$ cat src/rtl/uart_rx_param.sv
// uart_rx_param: oversampling UART receiver with optional parity, 1-2 stop bits and held-data handshake
module uart_rx_param #(
    parameter int CLKS_PER_BIT = 868,
    parameter int DATA_BITS    = 8,
    parameter int PARITY_MODE  = 0,
    parameter int STOP_BITS    = 1
) (
    input  logic                 i_Clk,
    input  logic                 i_Rst,
    input  logic                 i_UART_RX,
    input  logic                 i_Rx_Ack,
    output logic                 o_Rx_DV,
    output logic [DATA_BITS-1:0] o_Rx_Data,
    output logic                 o_Parity_Err,
    output logic                 o_Frame_Err,
    output logic                 o_Break,
    output logic                 o_Overrun,
    output logic                 o_Busy
);
    localparam int CW = $clog2(CLKS_PER_BIT);
    localparam int IW = $clog2(DATA_BITS);
    localparam logic [CW-1:0] HALF      = CW'((CLKS_PER_BIT - 1) / 2);
    localparam logic [CW-1:0] LAST      = CW'(CLKS_PER_BIT - 1);
    localparam logic [IW-1:0] LAST_BIT  = IW'(DATA_BITS - 1);
    localparam logic [IW-1:0] LAST_STOP = IW'(STOP_BITS - 1);

    typedef enum logic [2:0] {IDLE, START, DATA, PARITY, STOP, LOAD} state_t;

    state_t               state_q, state_d;
    logic                 sync1_q, sync2_q, live_q, rx_s;
    logic [CW-1:0]        clk_cnt_q, clk_cnt_d;
    logic [IW-1:0]        idx_q, idx_d;
    logic [DATA_BITS-1:0] shift_q, shift_d;
    logic                 par_q, par_d, ferr_q, ferr_d, stop0_q, stop0_d, arm_q, arm_d;
    logic                 dv_q, dv_d, perr_q, perr_d, fe_q, fe_d, brk_q, brk_d, ovr_q, ovr_d;
    logic [DATA_BITS-1:0] data_q, data_d;
    logic                 tick, par_bad, brk_now, load, ack;

    assign rx_s    = sync2_q;
    assign tick    = clk_cnt_q == LAST;
    assign par_bad = (PARITY_MODE == 1) ? ~(^shift_q ^ par_q) :
                     (PARITY_MODE == 2) ?  (^shift_q ^ par_q) : 1'b0;
    assign brk_now = (shift_q == '0) && (PARITY_MODE == 0 || !par_q) && !stop0_q;
    assign load    = (state_q == LOAD) && (!dv_q || i_Rx_Ack);
    assign ack     = dv_q && i_Rx_Ack;

    assign o_Rx_DV      = dv_q;
    assign o_Rx_Data    = data_q;
    assign o_Parity_Err = perr_q;
    assign o_Frame_Err  = fe_q;
    assign o_Break      = brk_q;
    assign o_Overrun    = ovr_q;
    assign o_Busy       = state_q != IDLE;

    // Two-flop synchronizer; live_q masks the reset-forced idle level for one cycle
    always_ff @(posedge i_Clk) begin
        if (i_Rst) begin
            sync1_q <= 1'b1;
            sync2_q <= 1'b1;
            live_q  <= 1'b0;
        end else begin
            sync1_q <= i_UART_RX;
            sync2_q <= sync1_q;
            live_q  <= 1'b1;
        end
    end

    // Frame FSM next state: a start is accepted only after the line has been seen idle (armed)
    always_comb begin
        state_d   = state_q;
        clk_cnt_d = clk_cnt_q;
        idx_d     = idx_q;
        shift_d   = shift_q;
        par_d     = par_q;
        ferr_d    = ferr_q;
        stop0_d   = stop0_q;
        arm_d     = (state_q == IDLE) && (arm_q || (rx_s && sync1_q && live_q));
        case (state_q)
            IDLE: begin
                if (arm_q && !rx_s) begin
                    state_d   = START;
                    clk_cnt_d = '0;
                end
            end
            START: begin
                if (clk_cnt_q == HALF) begin
                    state_d   = rx_s ? IDLE : DATA;
                    clk_cnt_d = '0;
                    idx_d     = '0;
                    ferr_d    = 1'b0;
                end else begin
                    clk_cnt_d = clk_cnt_q + CW'(1);
                end
            end
            DATA: begin
                if (tick) begin
                    shift_d   = {rx_s, shift_q[DATA_BITS-1:1]};
                    clk_cnt_d = '0;
                    idx_d     = (idx_q == LAST_BIT) ? '0 : idx_q + IW'(1);
                    state_d   = (idx_q != LAST_BIT) ? DATA : (PARITY_MODE != 0) ? PARITY : STOP;
                end else begin
                    clk_cnt_d = clk_cnt_q + CW'(1);
                end
            end
            PARITY: begin
                if (tick) begin
                    par_d     = rx_s;
                    clk_cnt_d = '0;
                    state_d   = STOP;
                end else begin
                    clk_cnt_d = clk_cnt_q + CW'(1);
                end
            end
            STOP: begin
                if (tick) begin
                    clk_cnt_d = '0;
                    ferr_d    = ferr_q | !rx_s;
                    stop0_d   = (idx_q == '0) ? rx_s : stop0_q;
                    idx_d     = (idx_q == LAST_STOP) ? '0 : idx_q + IW'(1);
                    state_d   = (idx_q == LAST_STOP) ? LOAD : STOP;
                end else begin
                    clk_cnt_d = clk_cnt_q + CW'(1);
                end
            end
            LOAD:    state_d = IDLE;
            default: state_d = IDLE;
        endcase
    end

    // Frame FSM registers
    always_ff @(posedge i_Clk) begin
        if (i_Rst) begin
            state_q   <= IDLE;
            clk_cnt_q <= '0;
            idx_q     <= '0;
            shift_q   <= '0;
            par_q     <= 1'b0;
            ferr_q    <= 1'b0;
            stop0_q   <= 1'b0;
            arm_q     <= 1'b0;
        end else begin
            state_q   <= state_d;
            clk_cnt_q <= clk_cnt_d;
            idx_q     <= idx_d;
            shift_q   <= shift_d;
            par_q     <= par_d;
            ferr_q    <= ferr_d;
            stop0_q   <= stop0_d;
            arm_q     <= arm_d;
        end
    end

    // Held-frame outputs: load wins over ack, a frame arriving while held data is unacked is dropped
    always_comb begin
        dv_d   = load ? 1'b1 : ack ? 1'b0 : dv_q;
        data_d = load ? shift_q : data_q;
        perr_d = load ? par_bad : perr_q;
        fe_d   = load ? ferr_q : fe_q;
        brk_d  = load ? brk_now : brk_q;
        ovr_d  = ack ? 1'b0 : (state_q == LOAD && !load) ? 1'b1 : ovr_q;
    end

    // Held-frame output registers
    always_ff @(posedge i_Clk) begin
        if (i_Rst) begin
            dv_q   <= 1'b0;
            data_q <= '0;
            perr_q <= 1'b0;
            fe_q   <= 1'b0;
            brk_q  <= 1'b0;
            ovr_q  <= 1'b0;
        end else begin
            dv_q   <= dv_d;
            data_q <= data_d;
            perr_q <= perr_d;
            fe_q   <= fe_d;
            brk_q  <= brk_d;
            ovr_q  <= ovr_d;
        end
    end
endmodule

$ cat config.mk
export PLATFORM = sky130hd
export DESIGN_NAME = uart_rx_param
export DESIGN_NICKNAME = d
export VERILOG_FILES = /design/src/rtl/uart_rx_param.sv
export SDC_FILE = /design/constraint.sdc
export NUM_CORES = 1
export LEC_CHECK = 0
export CAP_MARGIN = 40
export CORE_MARGIN = 2
export CORE_UTILIZATION = 45
export DETAILED_ROUTE_END_ITERATION = 10
export PLACE_DENSITY = 0.61
export SLEW_MARGIN = 20
export SYNTH_ARGS = -nofsm -noshare
export SYNTH_HDL_FRONTEND = slang
export SYNTH_SLANG_ARGS = --single-unit
$ cat constraint.sdc
create_clock -name i_Clk -period 2 [get_ports i_Clk]
set_input_delay 0.5 -clock i_Clk [delete_from_list [all_inputs] [get_ports i_Clk]]
set_output_delay 0.5 -clock i_Clk [all_outputs]
set_load 0.02 [all_outputs]
==> impl_metrics.toml <==
[synth]
per_instance_average_area_after_synthesis_sq_um = 8.74
syn-cell-area_sq_um = 1980
synthesis.yosys.warnings = 0
fraction_of_the_mapped_netlist_area_in_compound_gates = 0.137
share_of_synthesized_cell_area_in_full_adder_half_adder_and_majority_cells = 0.0315
async_set_or_reset_register_ratio_after_synthesis = 0
synth-xor-area-share = 0.00442
synthMuxAreaShare = 0.106
post_synth_and_or_nand_nor_area_fraction = 0.254
synthMostInstantiatedCell = "dfxtp_1"
largest_family_of_logic_cells_by_synthesized_area = "simple AND/OR/NAND/NOR gates"
synthDistinctLibCells = 43
postSynthRegisterBits = 42
netlist_instances = 227
mappedNetlistNets = 236
synth-edff-count = 0
synth_seq_area_share = 0.424
synth_top_flop_cell = "dfxtp_1"
netlist.top_cell.by_area = "dfxtp_1"
synth.top_cell.area_share = 0.424
synth.top_cells.by_area = "dfxtp_1 42%, mux2i_1 11%, nor2_1 6.6%, ha_1 3.2%, nand2_1 3.0%"
synth.top_cells.by_count = "42 x dfxtp_1, 35 x nor2_1, 21 x mux2i_1"

[clock_tree]
number_of_buffers_inserted_during_clock_tree_synthesis = 5
clockRootBuffer = "clkbuf_8"
tritoncts = "built"
clk_pin_slew_worst_paths_ps = 80
cts_hold_repair.buffers = 0
cts.repair_timing.setup_buffer_count = 0
clock_sinks = 42
clock_latency_ps = 300
htree_levels = 2
clock_path_buffers = 2

[run_status]
status = "finished clean"

[sta]
rsz0062_at_grt = "false"
max_freq_ghz = 0.533
finalMaxSlewViolations = 0
finClkSkew_ps = 5.02
period_needed_ps = 1880
finalHoldWorstSlack_ps = 446
finalHoldViolCount = 0
setup_violations = 0
fin_tns_setup_ps = 0
post-route-period-util = 0.939

[setup_path]
r2r_cells = 5
r2r-start = "clk_cnt_q[8]"
worst-r2r-setup-slack_ps = 120
slowest_delay_ps = 460
crit_slowest_cell = "or3b_4"
worstPathCellList = "or3b_4, o32ai_2, nand2_2, or3_1, a21oi_1"
crit_start = "clk_cnt_q[8]"
crit_path_start_kind = "register"
worstSetupPathType = "reg2reg"
critical-path-top-delay-family = "simple AND/OR/NAND/NOR gates"
cp-end-kind = "register"
cp_num_buf_inv = 0
crit_path_max_fanout = 6
worstPathArrival_ps = 2120
timing.critical_path.required_ps = 2240
r2r_end = "state_q[1]"
cp-endpoint = "state_q[1]"
cp.depth = 5

[final_layout]
fin_util = 0.561
diodes = 0
share_of_post_route_cells_with_drive_strength_above_1 = 0.132
area_growth_pct = 21.5
layout.nets = 266

[routing]
met1_length_mm = 2.05
highest_layer = "met4"
drt-pass1-iter-count = 4
wl_met2_mm = 1.96
dr_wl_met3_um = 119
dr_total_vias = 1677
postRouteAntennaNets = 0
avgViaCountPerCell = 5.41
routed_wirelength_mm = 4.21
drtIter0Drc = 71
post_drt_wl_per_cell_um = 13.6
post-route-drc-count = 0

[floorplan]
dieWidth_um = 70.4
start_util = 0.462
core_area_sq_um = 4290
io_pins = 18
die_area_sq_um = 4950
std_cell_rows = 24
die_height_um = 70.4

[placed_design]
place_congestion = 0.827
io_buffers = 16
dp.final_hpwl_mm = 3.06

[grt]
pin_count_of_the_biggest_net_entering_global_routing = 18
grt_antenna_before_repair = 0
total_routing_resource_utilization_after_global_routing = 0.187
global_route.overflow_total = 0
grt_pass1_wl_mm = 7.36
vias_in_the_first_global_route = 1574

[run]
drv_cap = 0

[power]
ir_worst_vdd_uv = 492
cellPowerDensity_nw_per_um2 = 856
power.static_leakage_nw = 0.963

[worst_hold_path]
hp-class = "reg2reg"
[worst min-delay path by stage]
stage / endpoint / depth (start not counted) / startpoint
6_report: rx_s / 1 / sync1_q
5_1_grt: rx_s / 1 / sync1_q
4_1_cts: rx_s / 1 / sync1_q
3_5_place_dp: rx_s / 1 / sync1_q
3_3_place_gp: rx_s / 1 / sync1_q
2_1_floorplan: rx_s / 1 / sync1_q
[power by group]
part	internal (W)	switching, W
Combinational	0.000244	0.000341
Clock	0.000279	0.000295
Sequential	0.000871	0.0000313
Total	0.00139	0.000667
[registers in the layout, summed over array words and instances (netlist names), 3 cells and up]
register and count:
state_q 3, idx_q 3, clk_cnt_q 10, shift_q 8
o_Rx_Data 8
[worst register-to-register path, cell delays in order (launching register included)]
cell	delay [ps]
dfxtp_1	410
or3b_4	460
o32ai_2	350
nand2_2	110
or3_1	350
a21oi_1	140
[cell usage in the layout (no fill, tap or decap), types with 2 or more instances in the layout]
cell,count
a31oi_1,7
and3_1,3
or3_1,2
nor2_1,35
clkdlybuf4s50_1,15
ha_1,5
nor3b_1,3
a211oi_1,2
clkbuf_8,6
or2_2,3
nand3_1,11
buf_4,19
a22oi_1,2
nor2b_1,3
o31ai_1,2
nor4_1,2
nor3_1,5
a21oi_1,11
nand2_1,16
inv_1,7
nand4_1,3
nand2b_1,6
o21ai_1,2
nand4bb_1,2
dfxtp_1,42
mux2i_1,21
and4_1,2
[final cells by class]
cell class	count	area (sq um)
clock buffers	7	86.3
clock inverters	1	5.00
fillers	422	1890
inverters	7	26.3
multi-input cells	165	1060
flip-flops and latches	42	841
well taps	52	65.1
repair buffers	36	322
[layer usage]
layer / GRT usage / up-vias
met3: 0.0447 / 7
met4: 0.0812 / 0
met5: 0 / -
met2: 0.302 / 23
li1: - / 860
met1: 0.237 / 787
[what timing repair did]
item,4_1_cts,5_1_grt
resized for setup,1,2
pin swaps,0,1
gates cloned,0,0
hold endpoints to repair,0,0
endpoints found under the setup margin,1,2
[cell families (layout without fill, tap and decap cells)]
family / after synthesis / after routing
buffers and inverters: 20 / 51
AOI/OAI and AO/OA: 37 / 37
other: 1 / 1
xor gates and xnor gates: 1 / 1
muxes: 21 / 21
and+or+nand+nor: 100 / 100
DFF: 42 / 42
adders and majority gates: 5 / 5
[through the flow]
stage	cell area, sq um	setup WS [ps]	power, W	instances
final	2410	122	0.00206	310
after global routing	2410	2.70	0.00218	310
after CTS	2400	68.1	0.00207	310
after detailed placement	2310	89.2	0.00152	302
after global placement	2310	141	0.00151	302
after floorplan	1980	191	0.00129	227
Power figures use the tool's default switching activity.
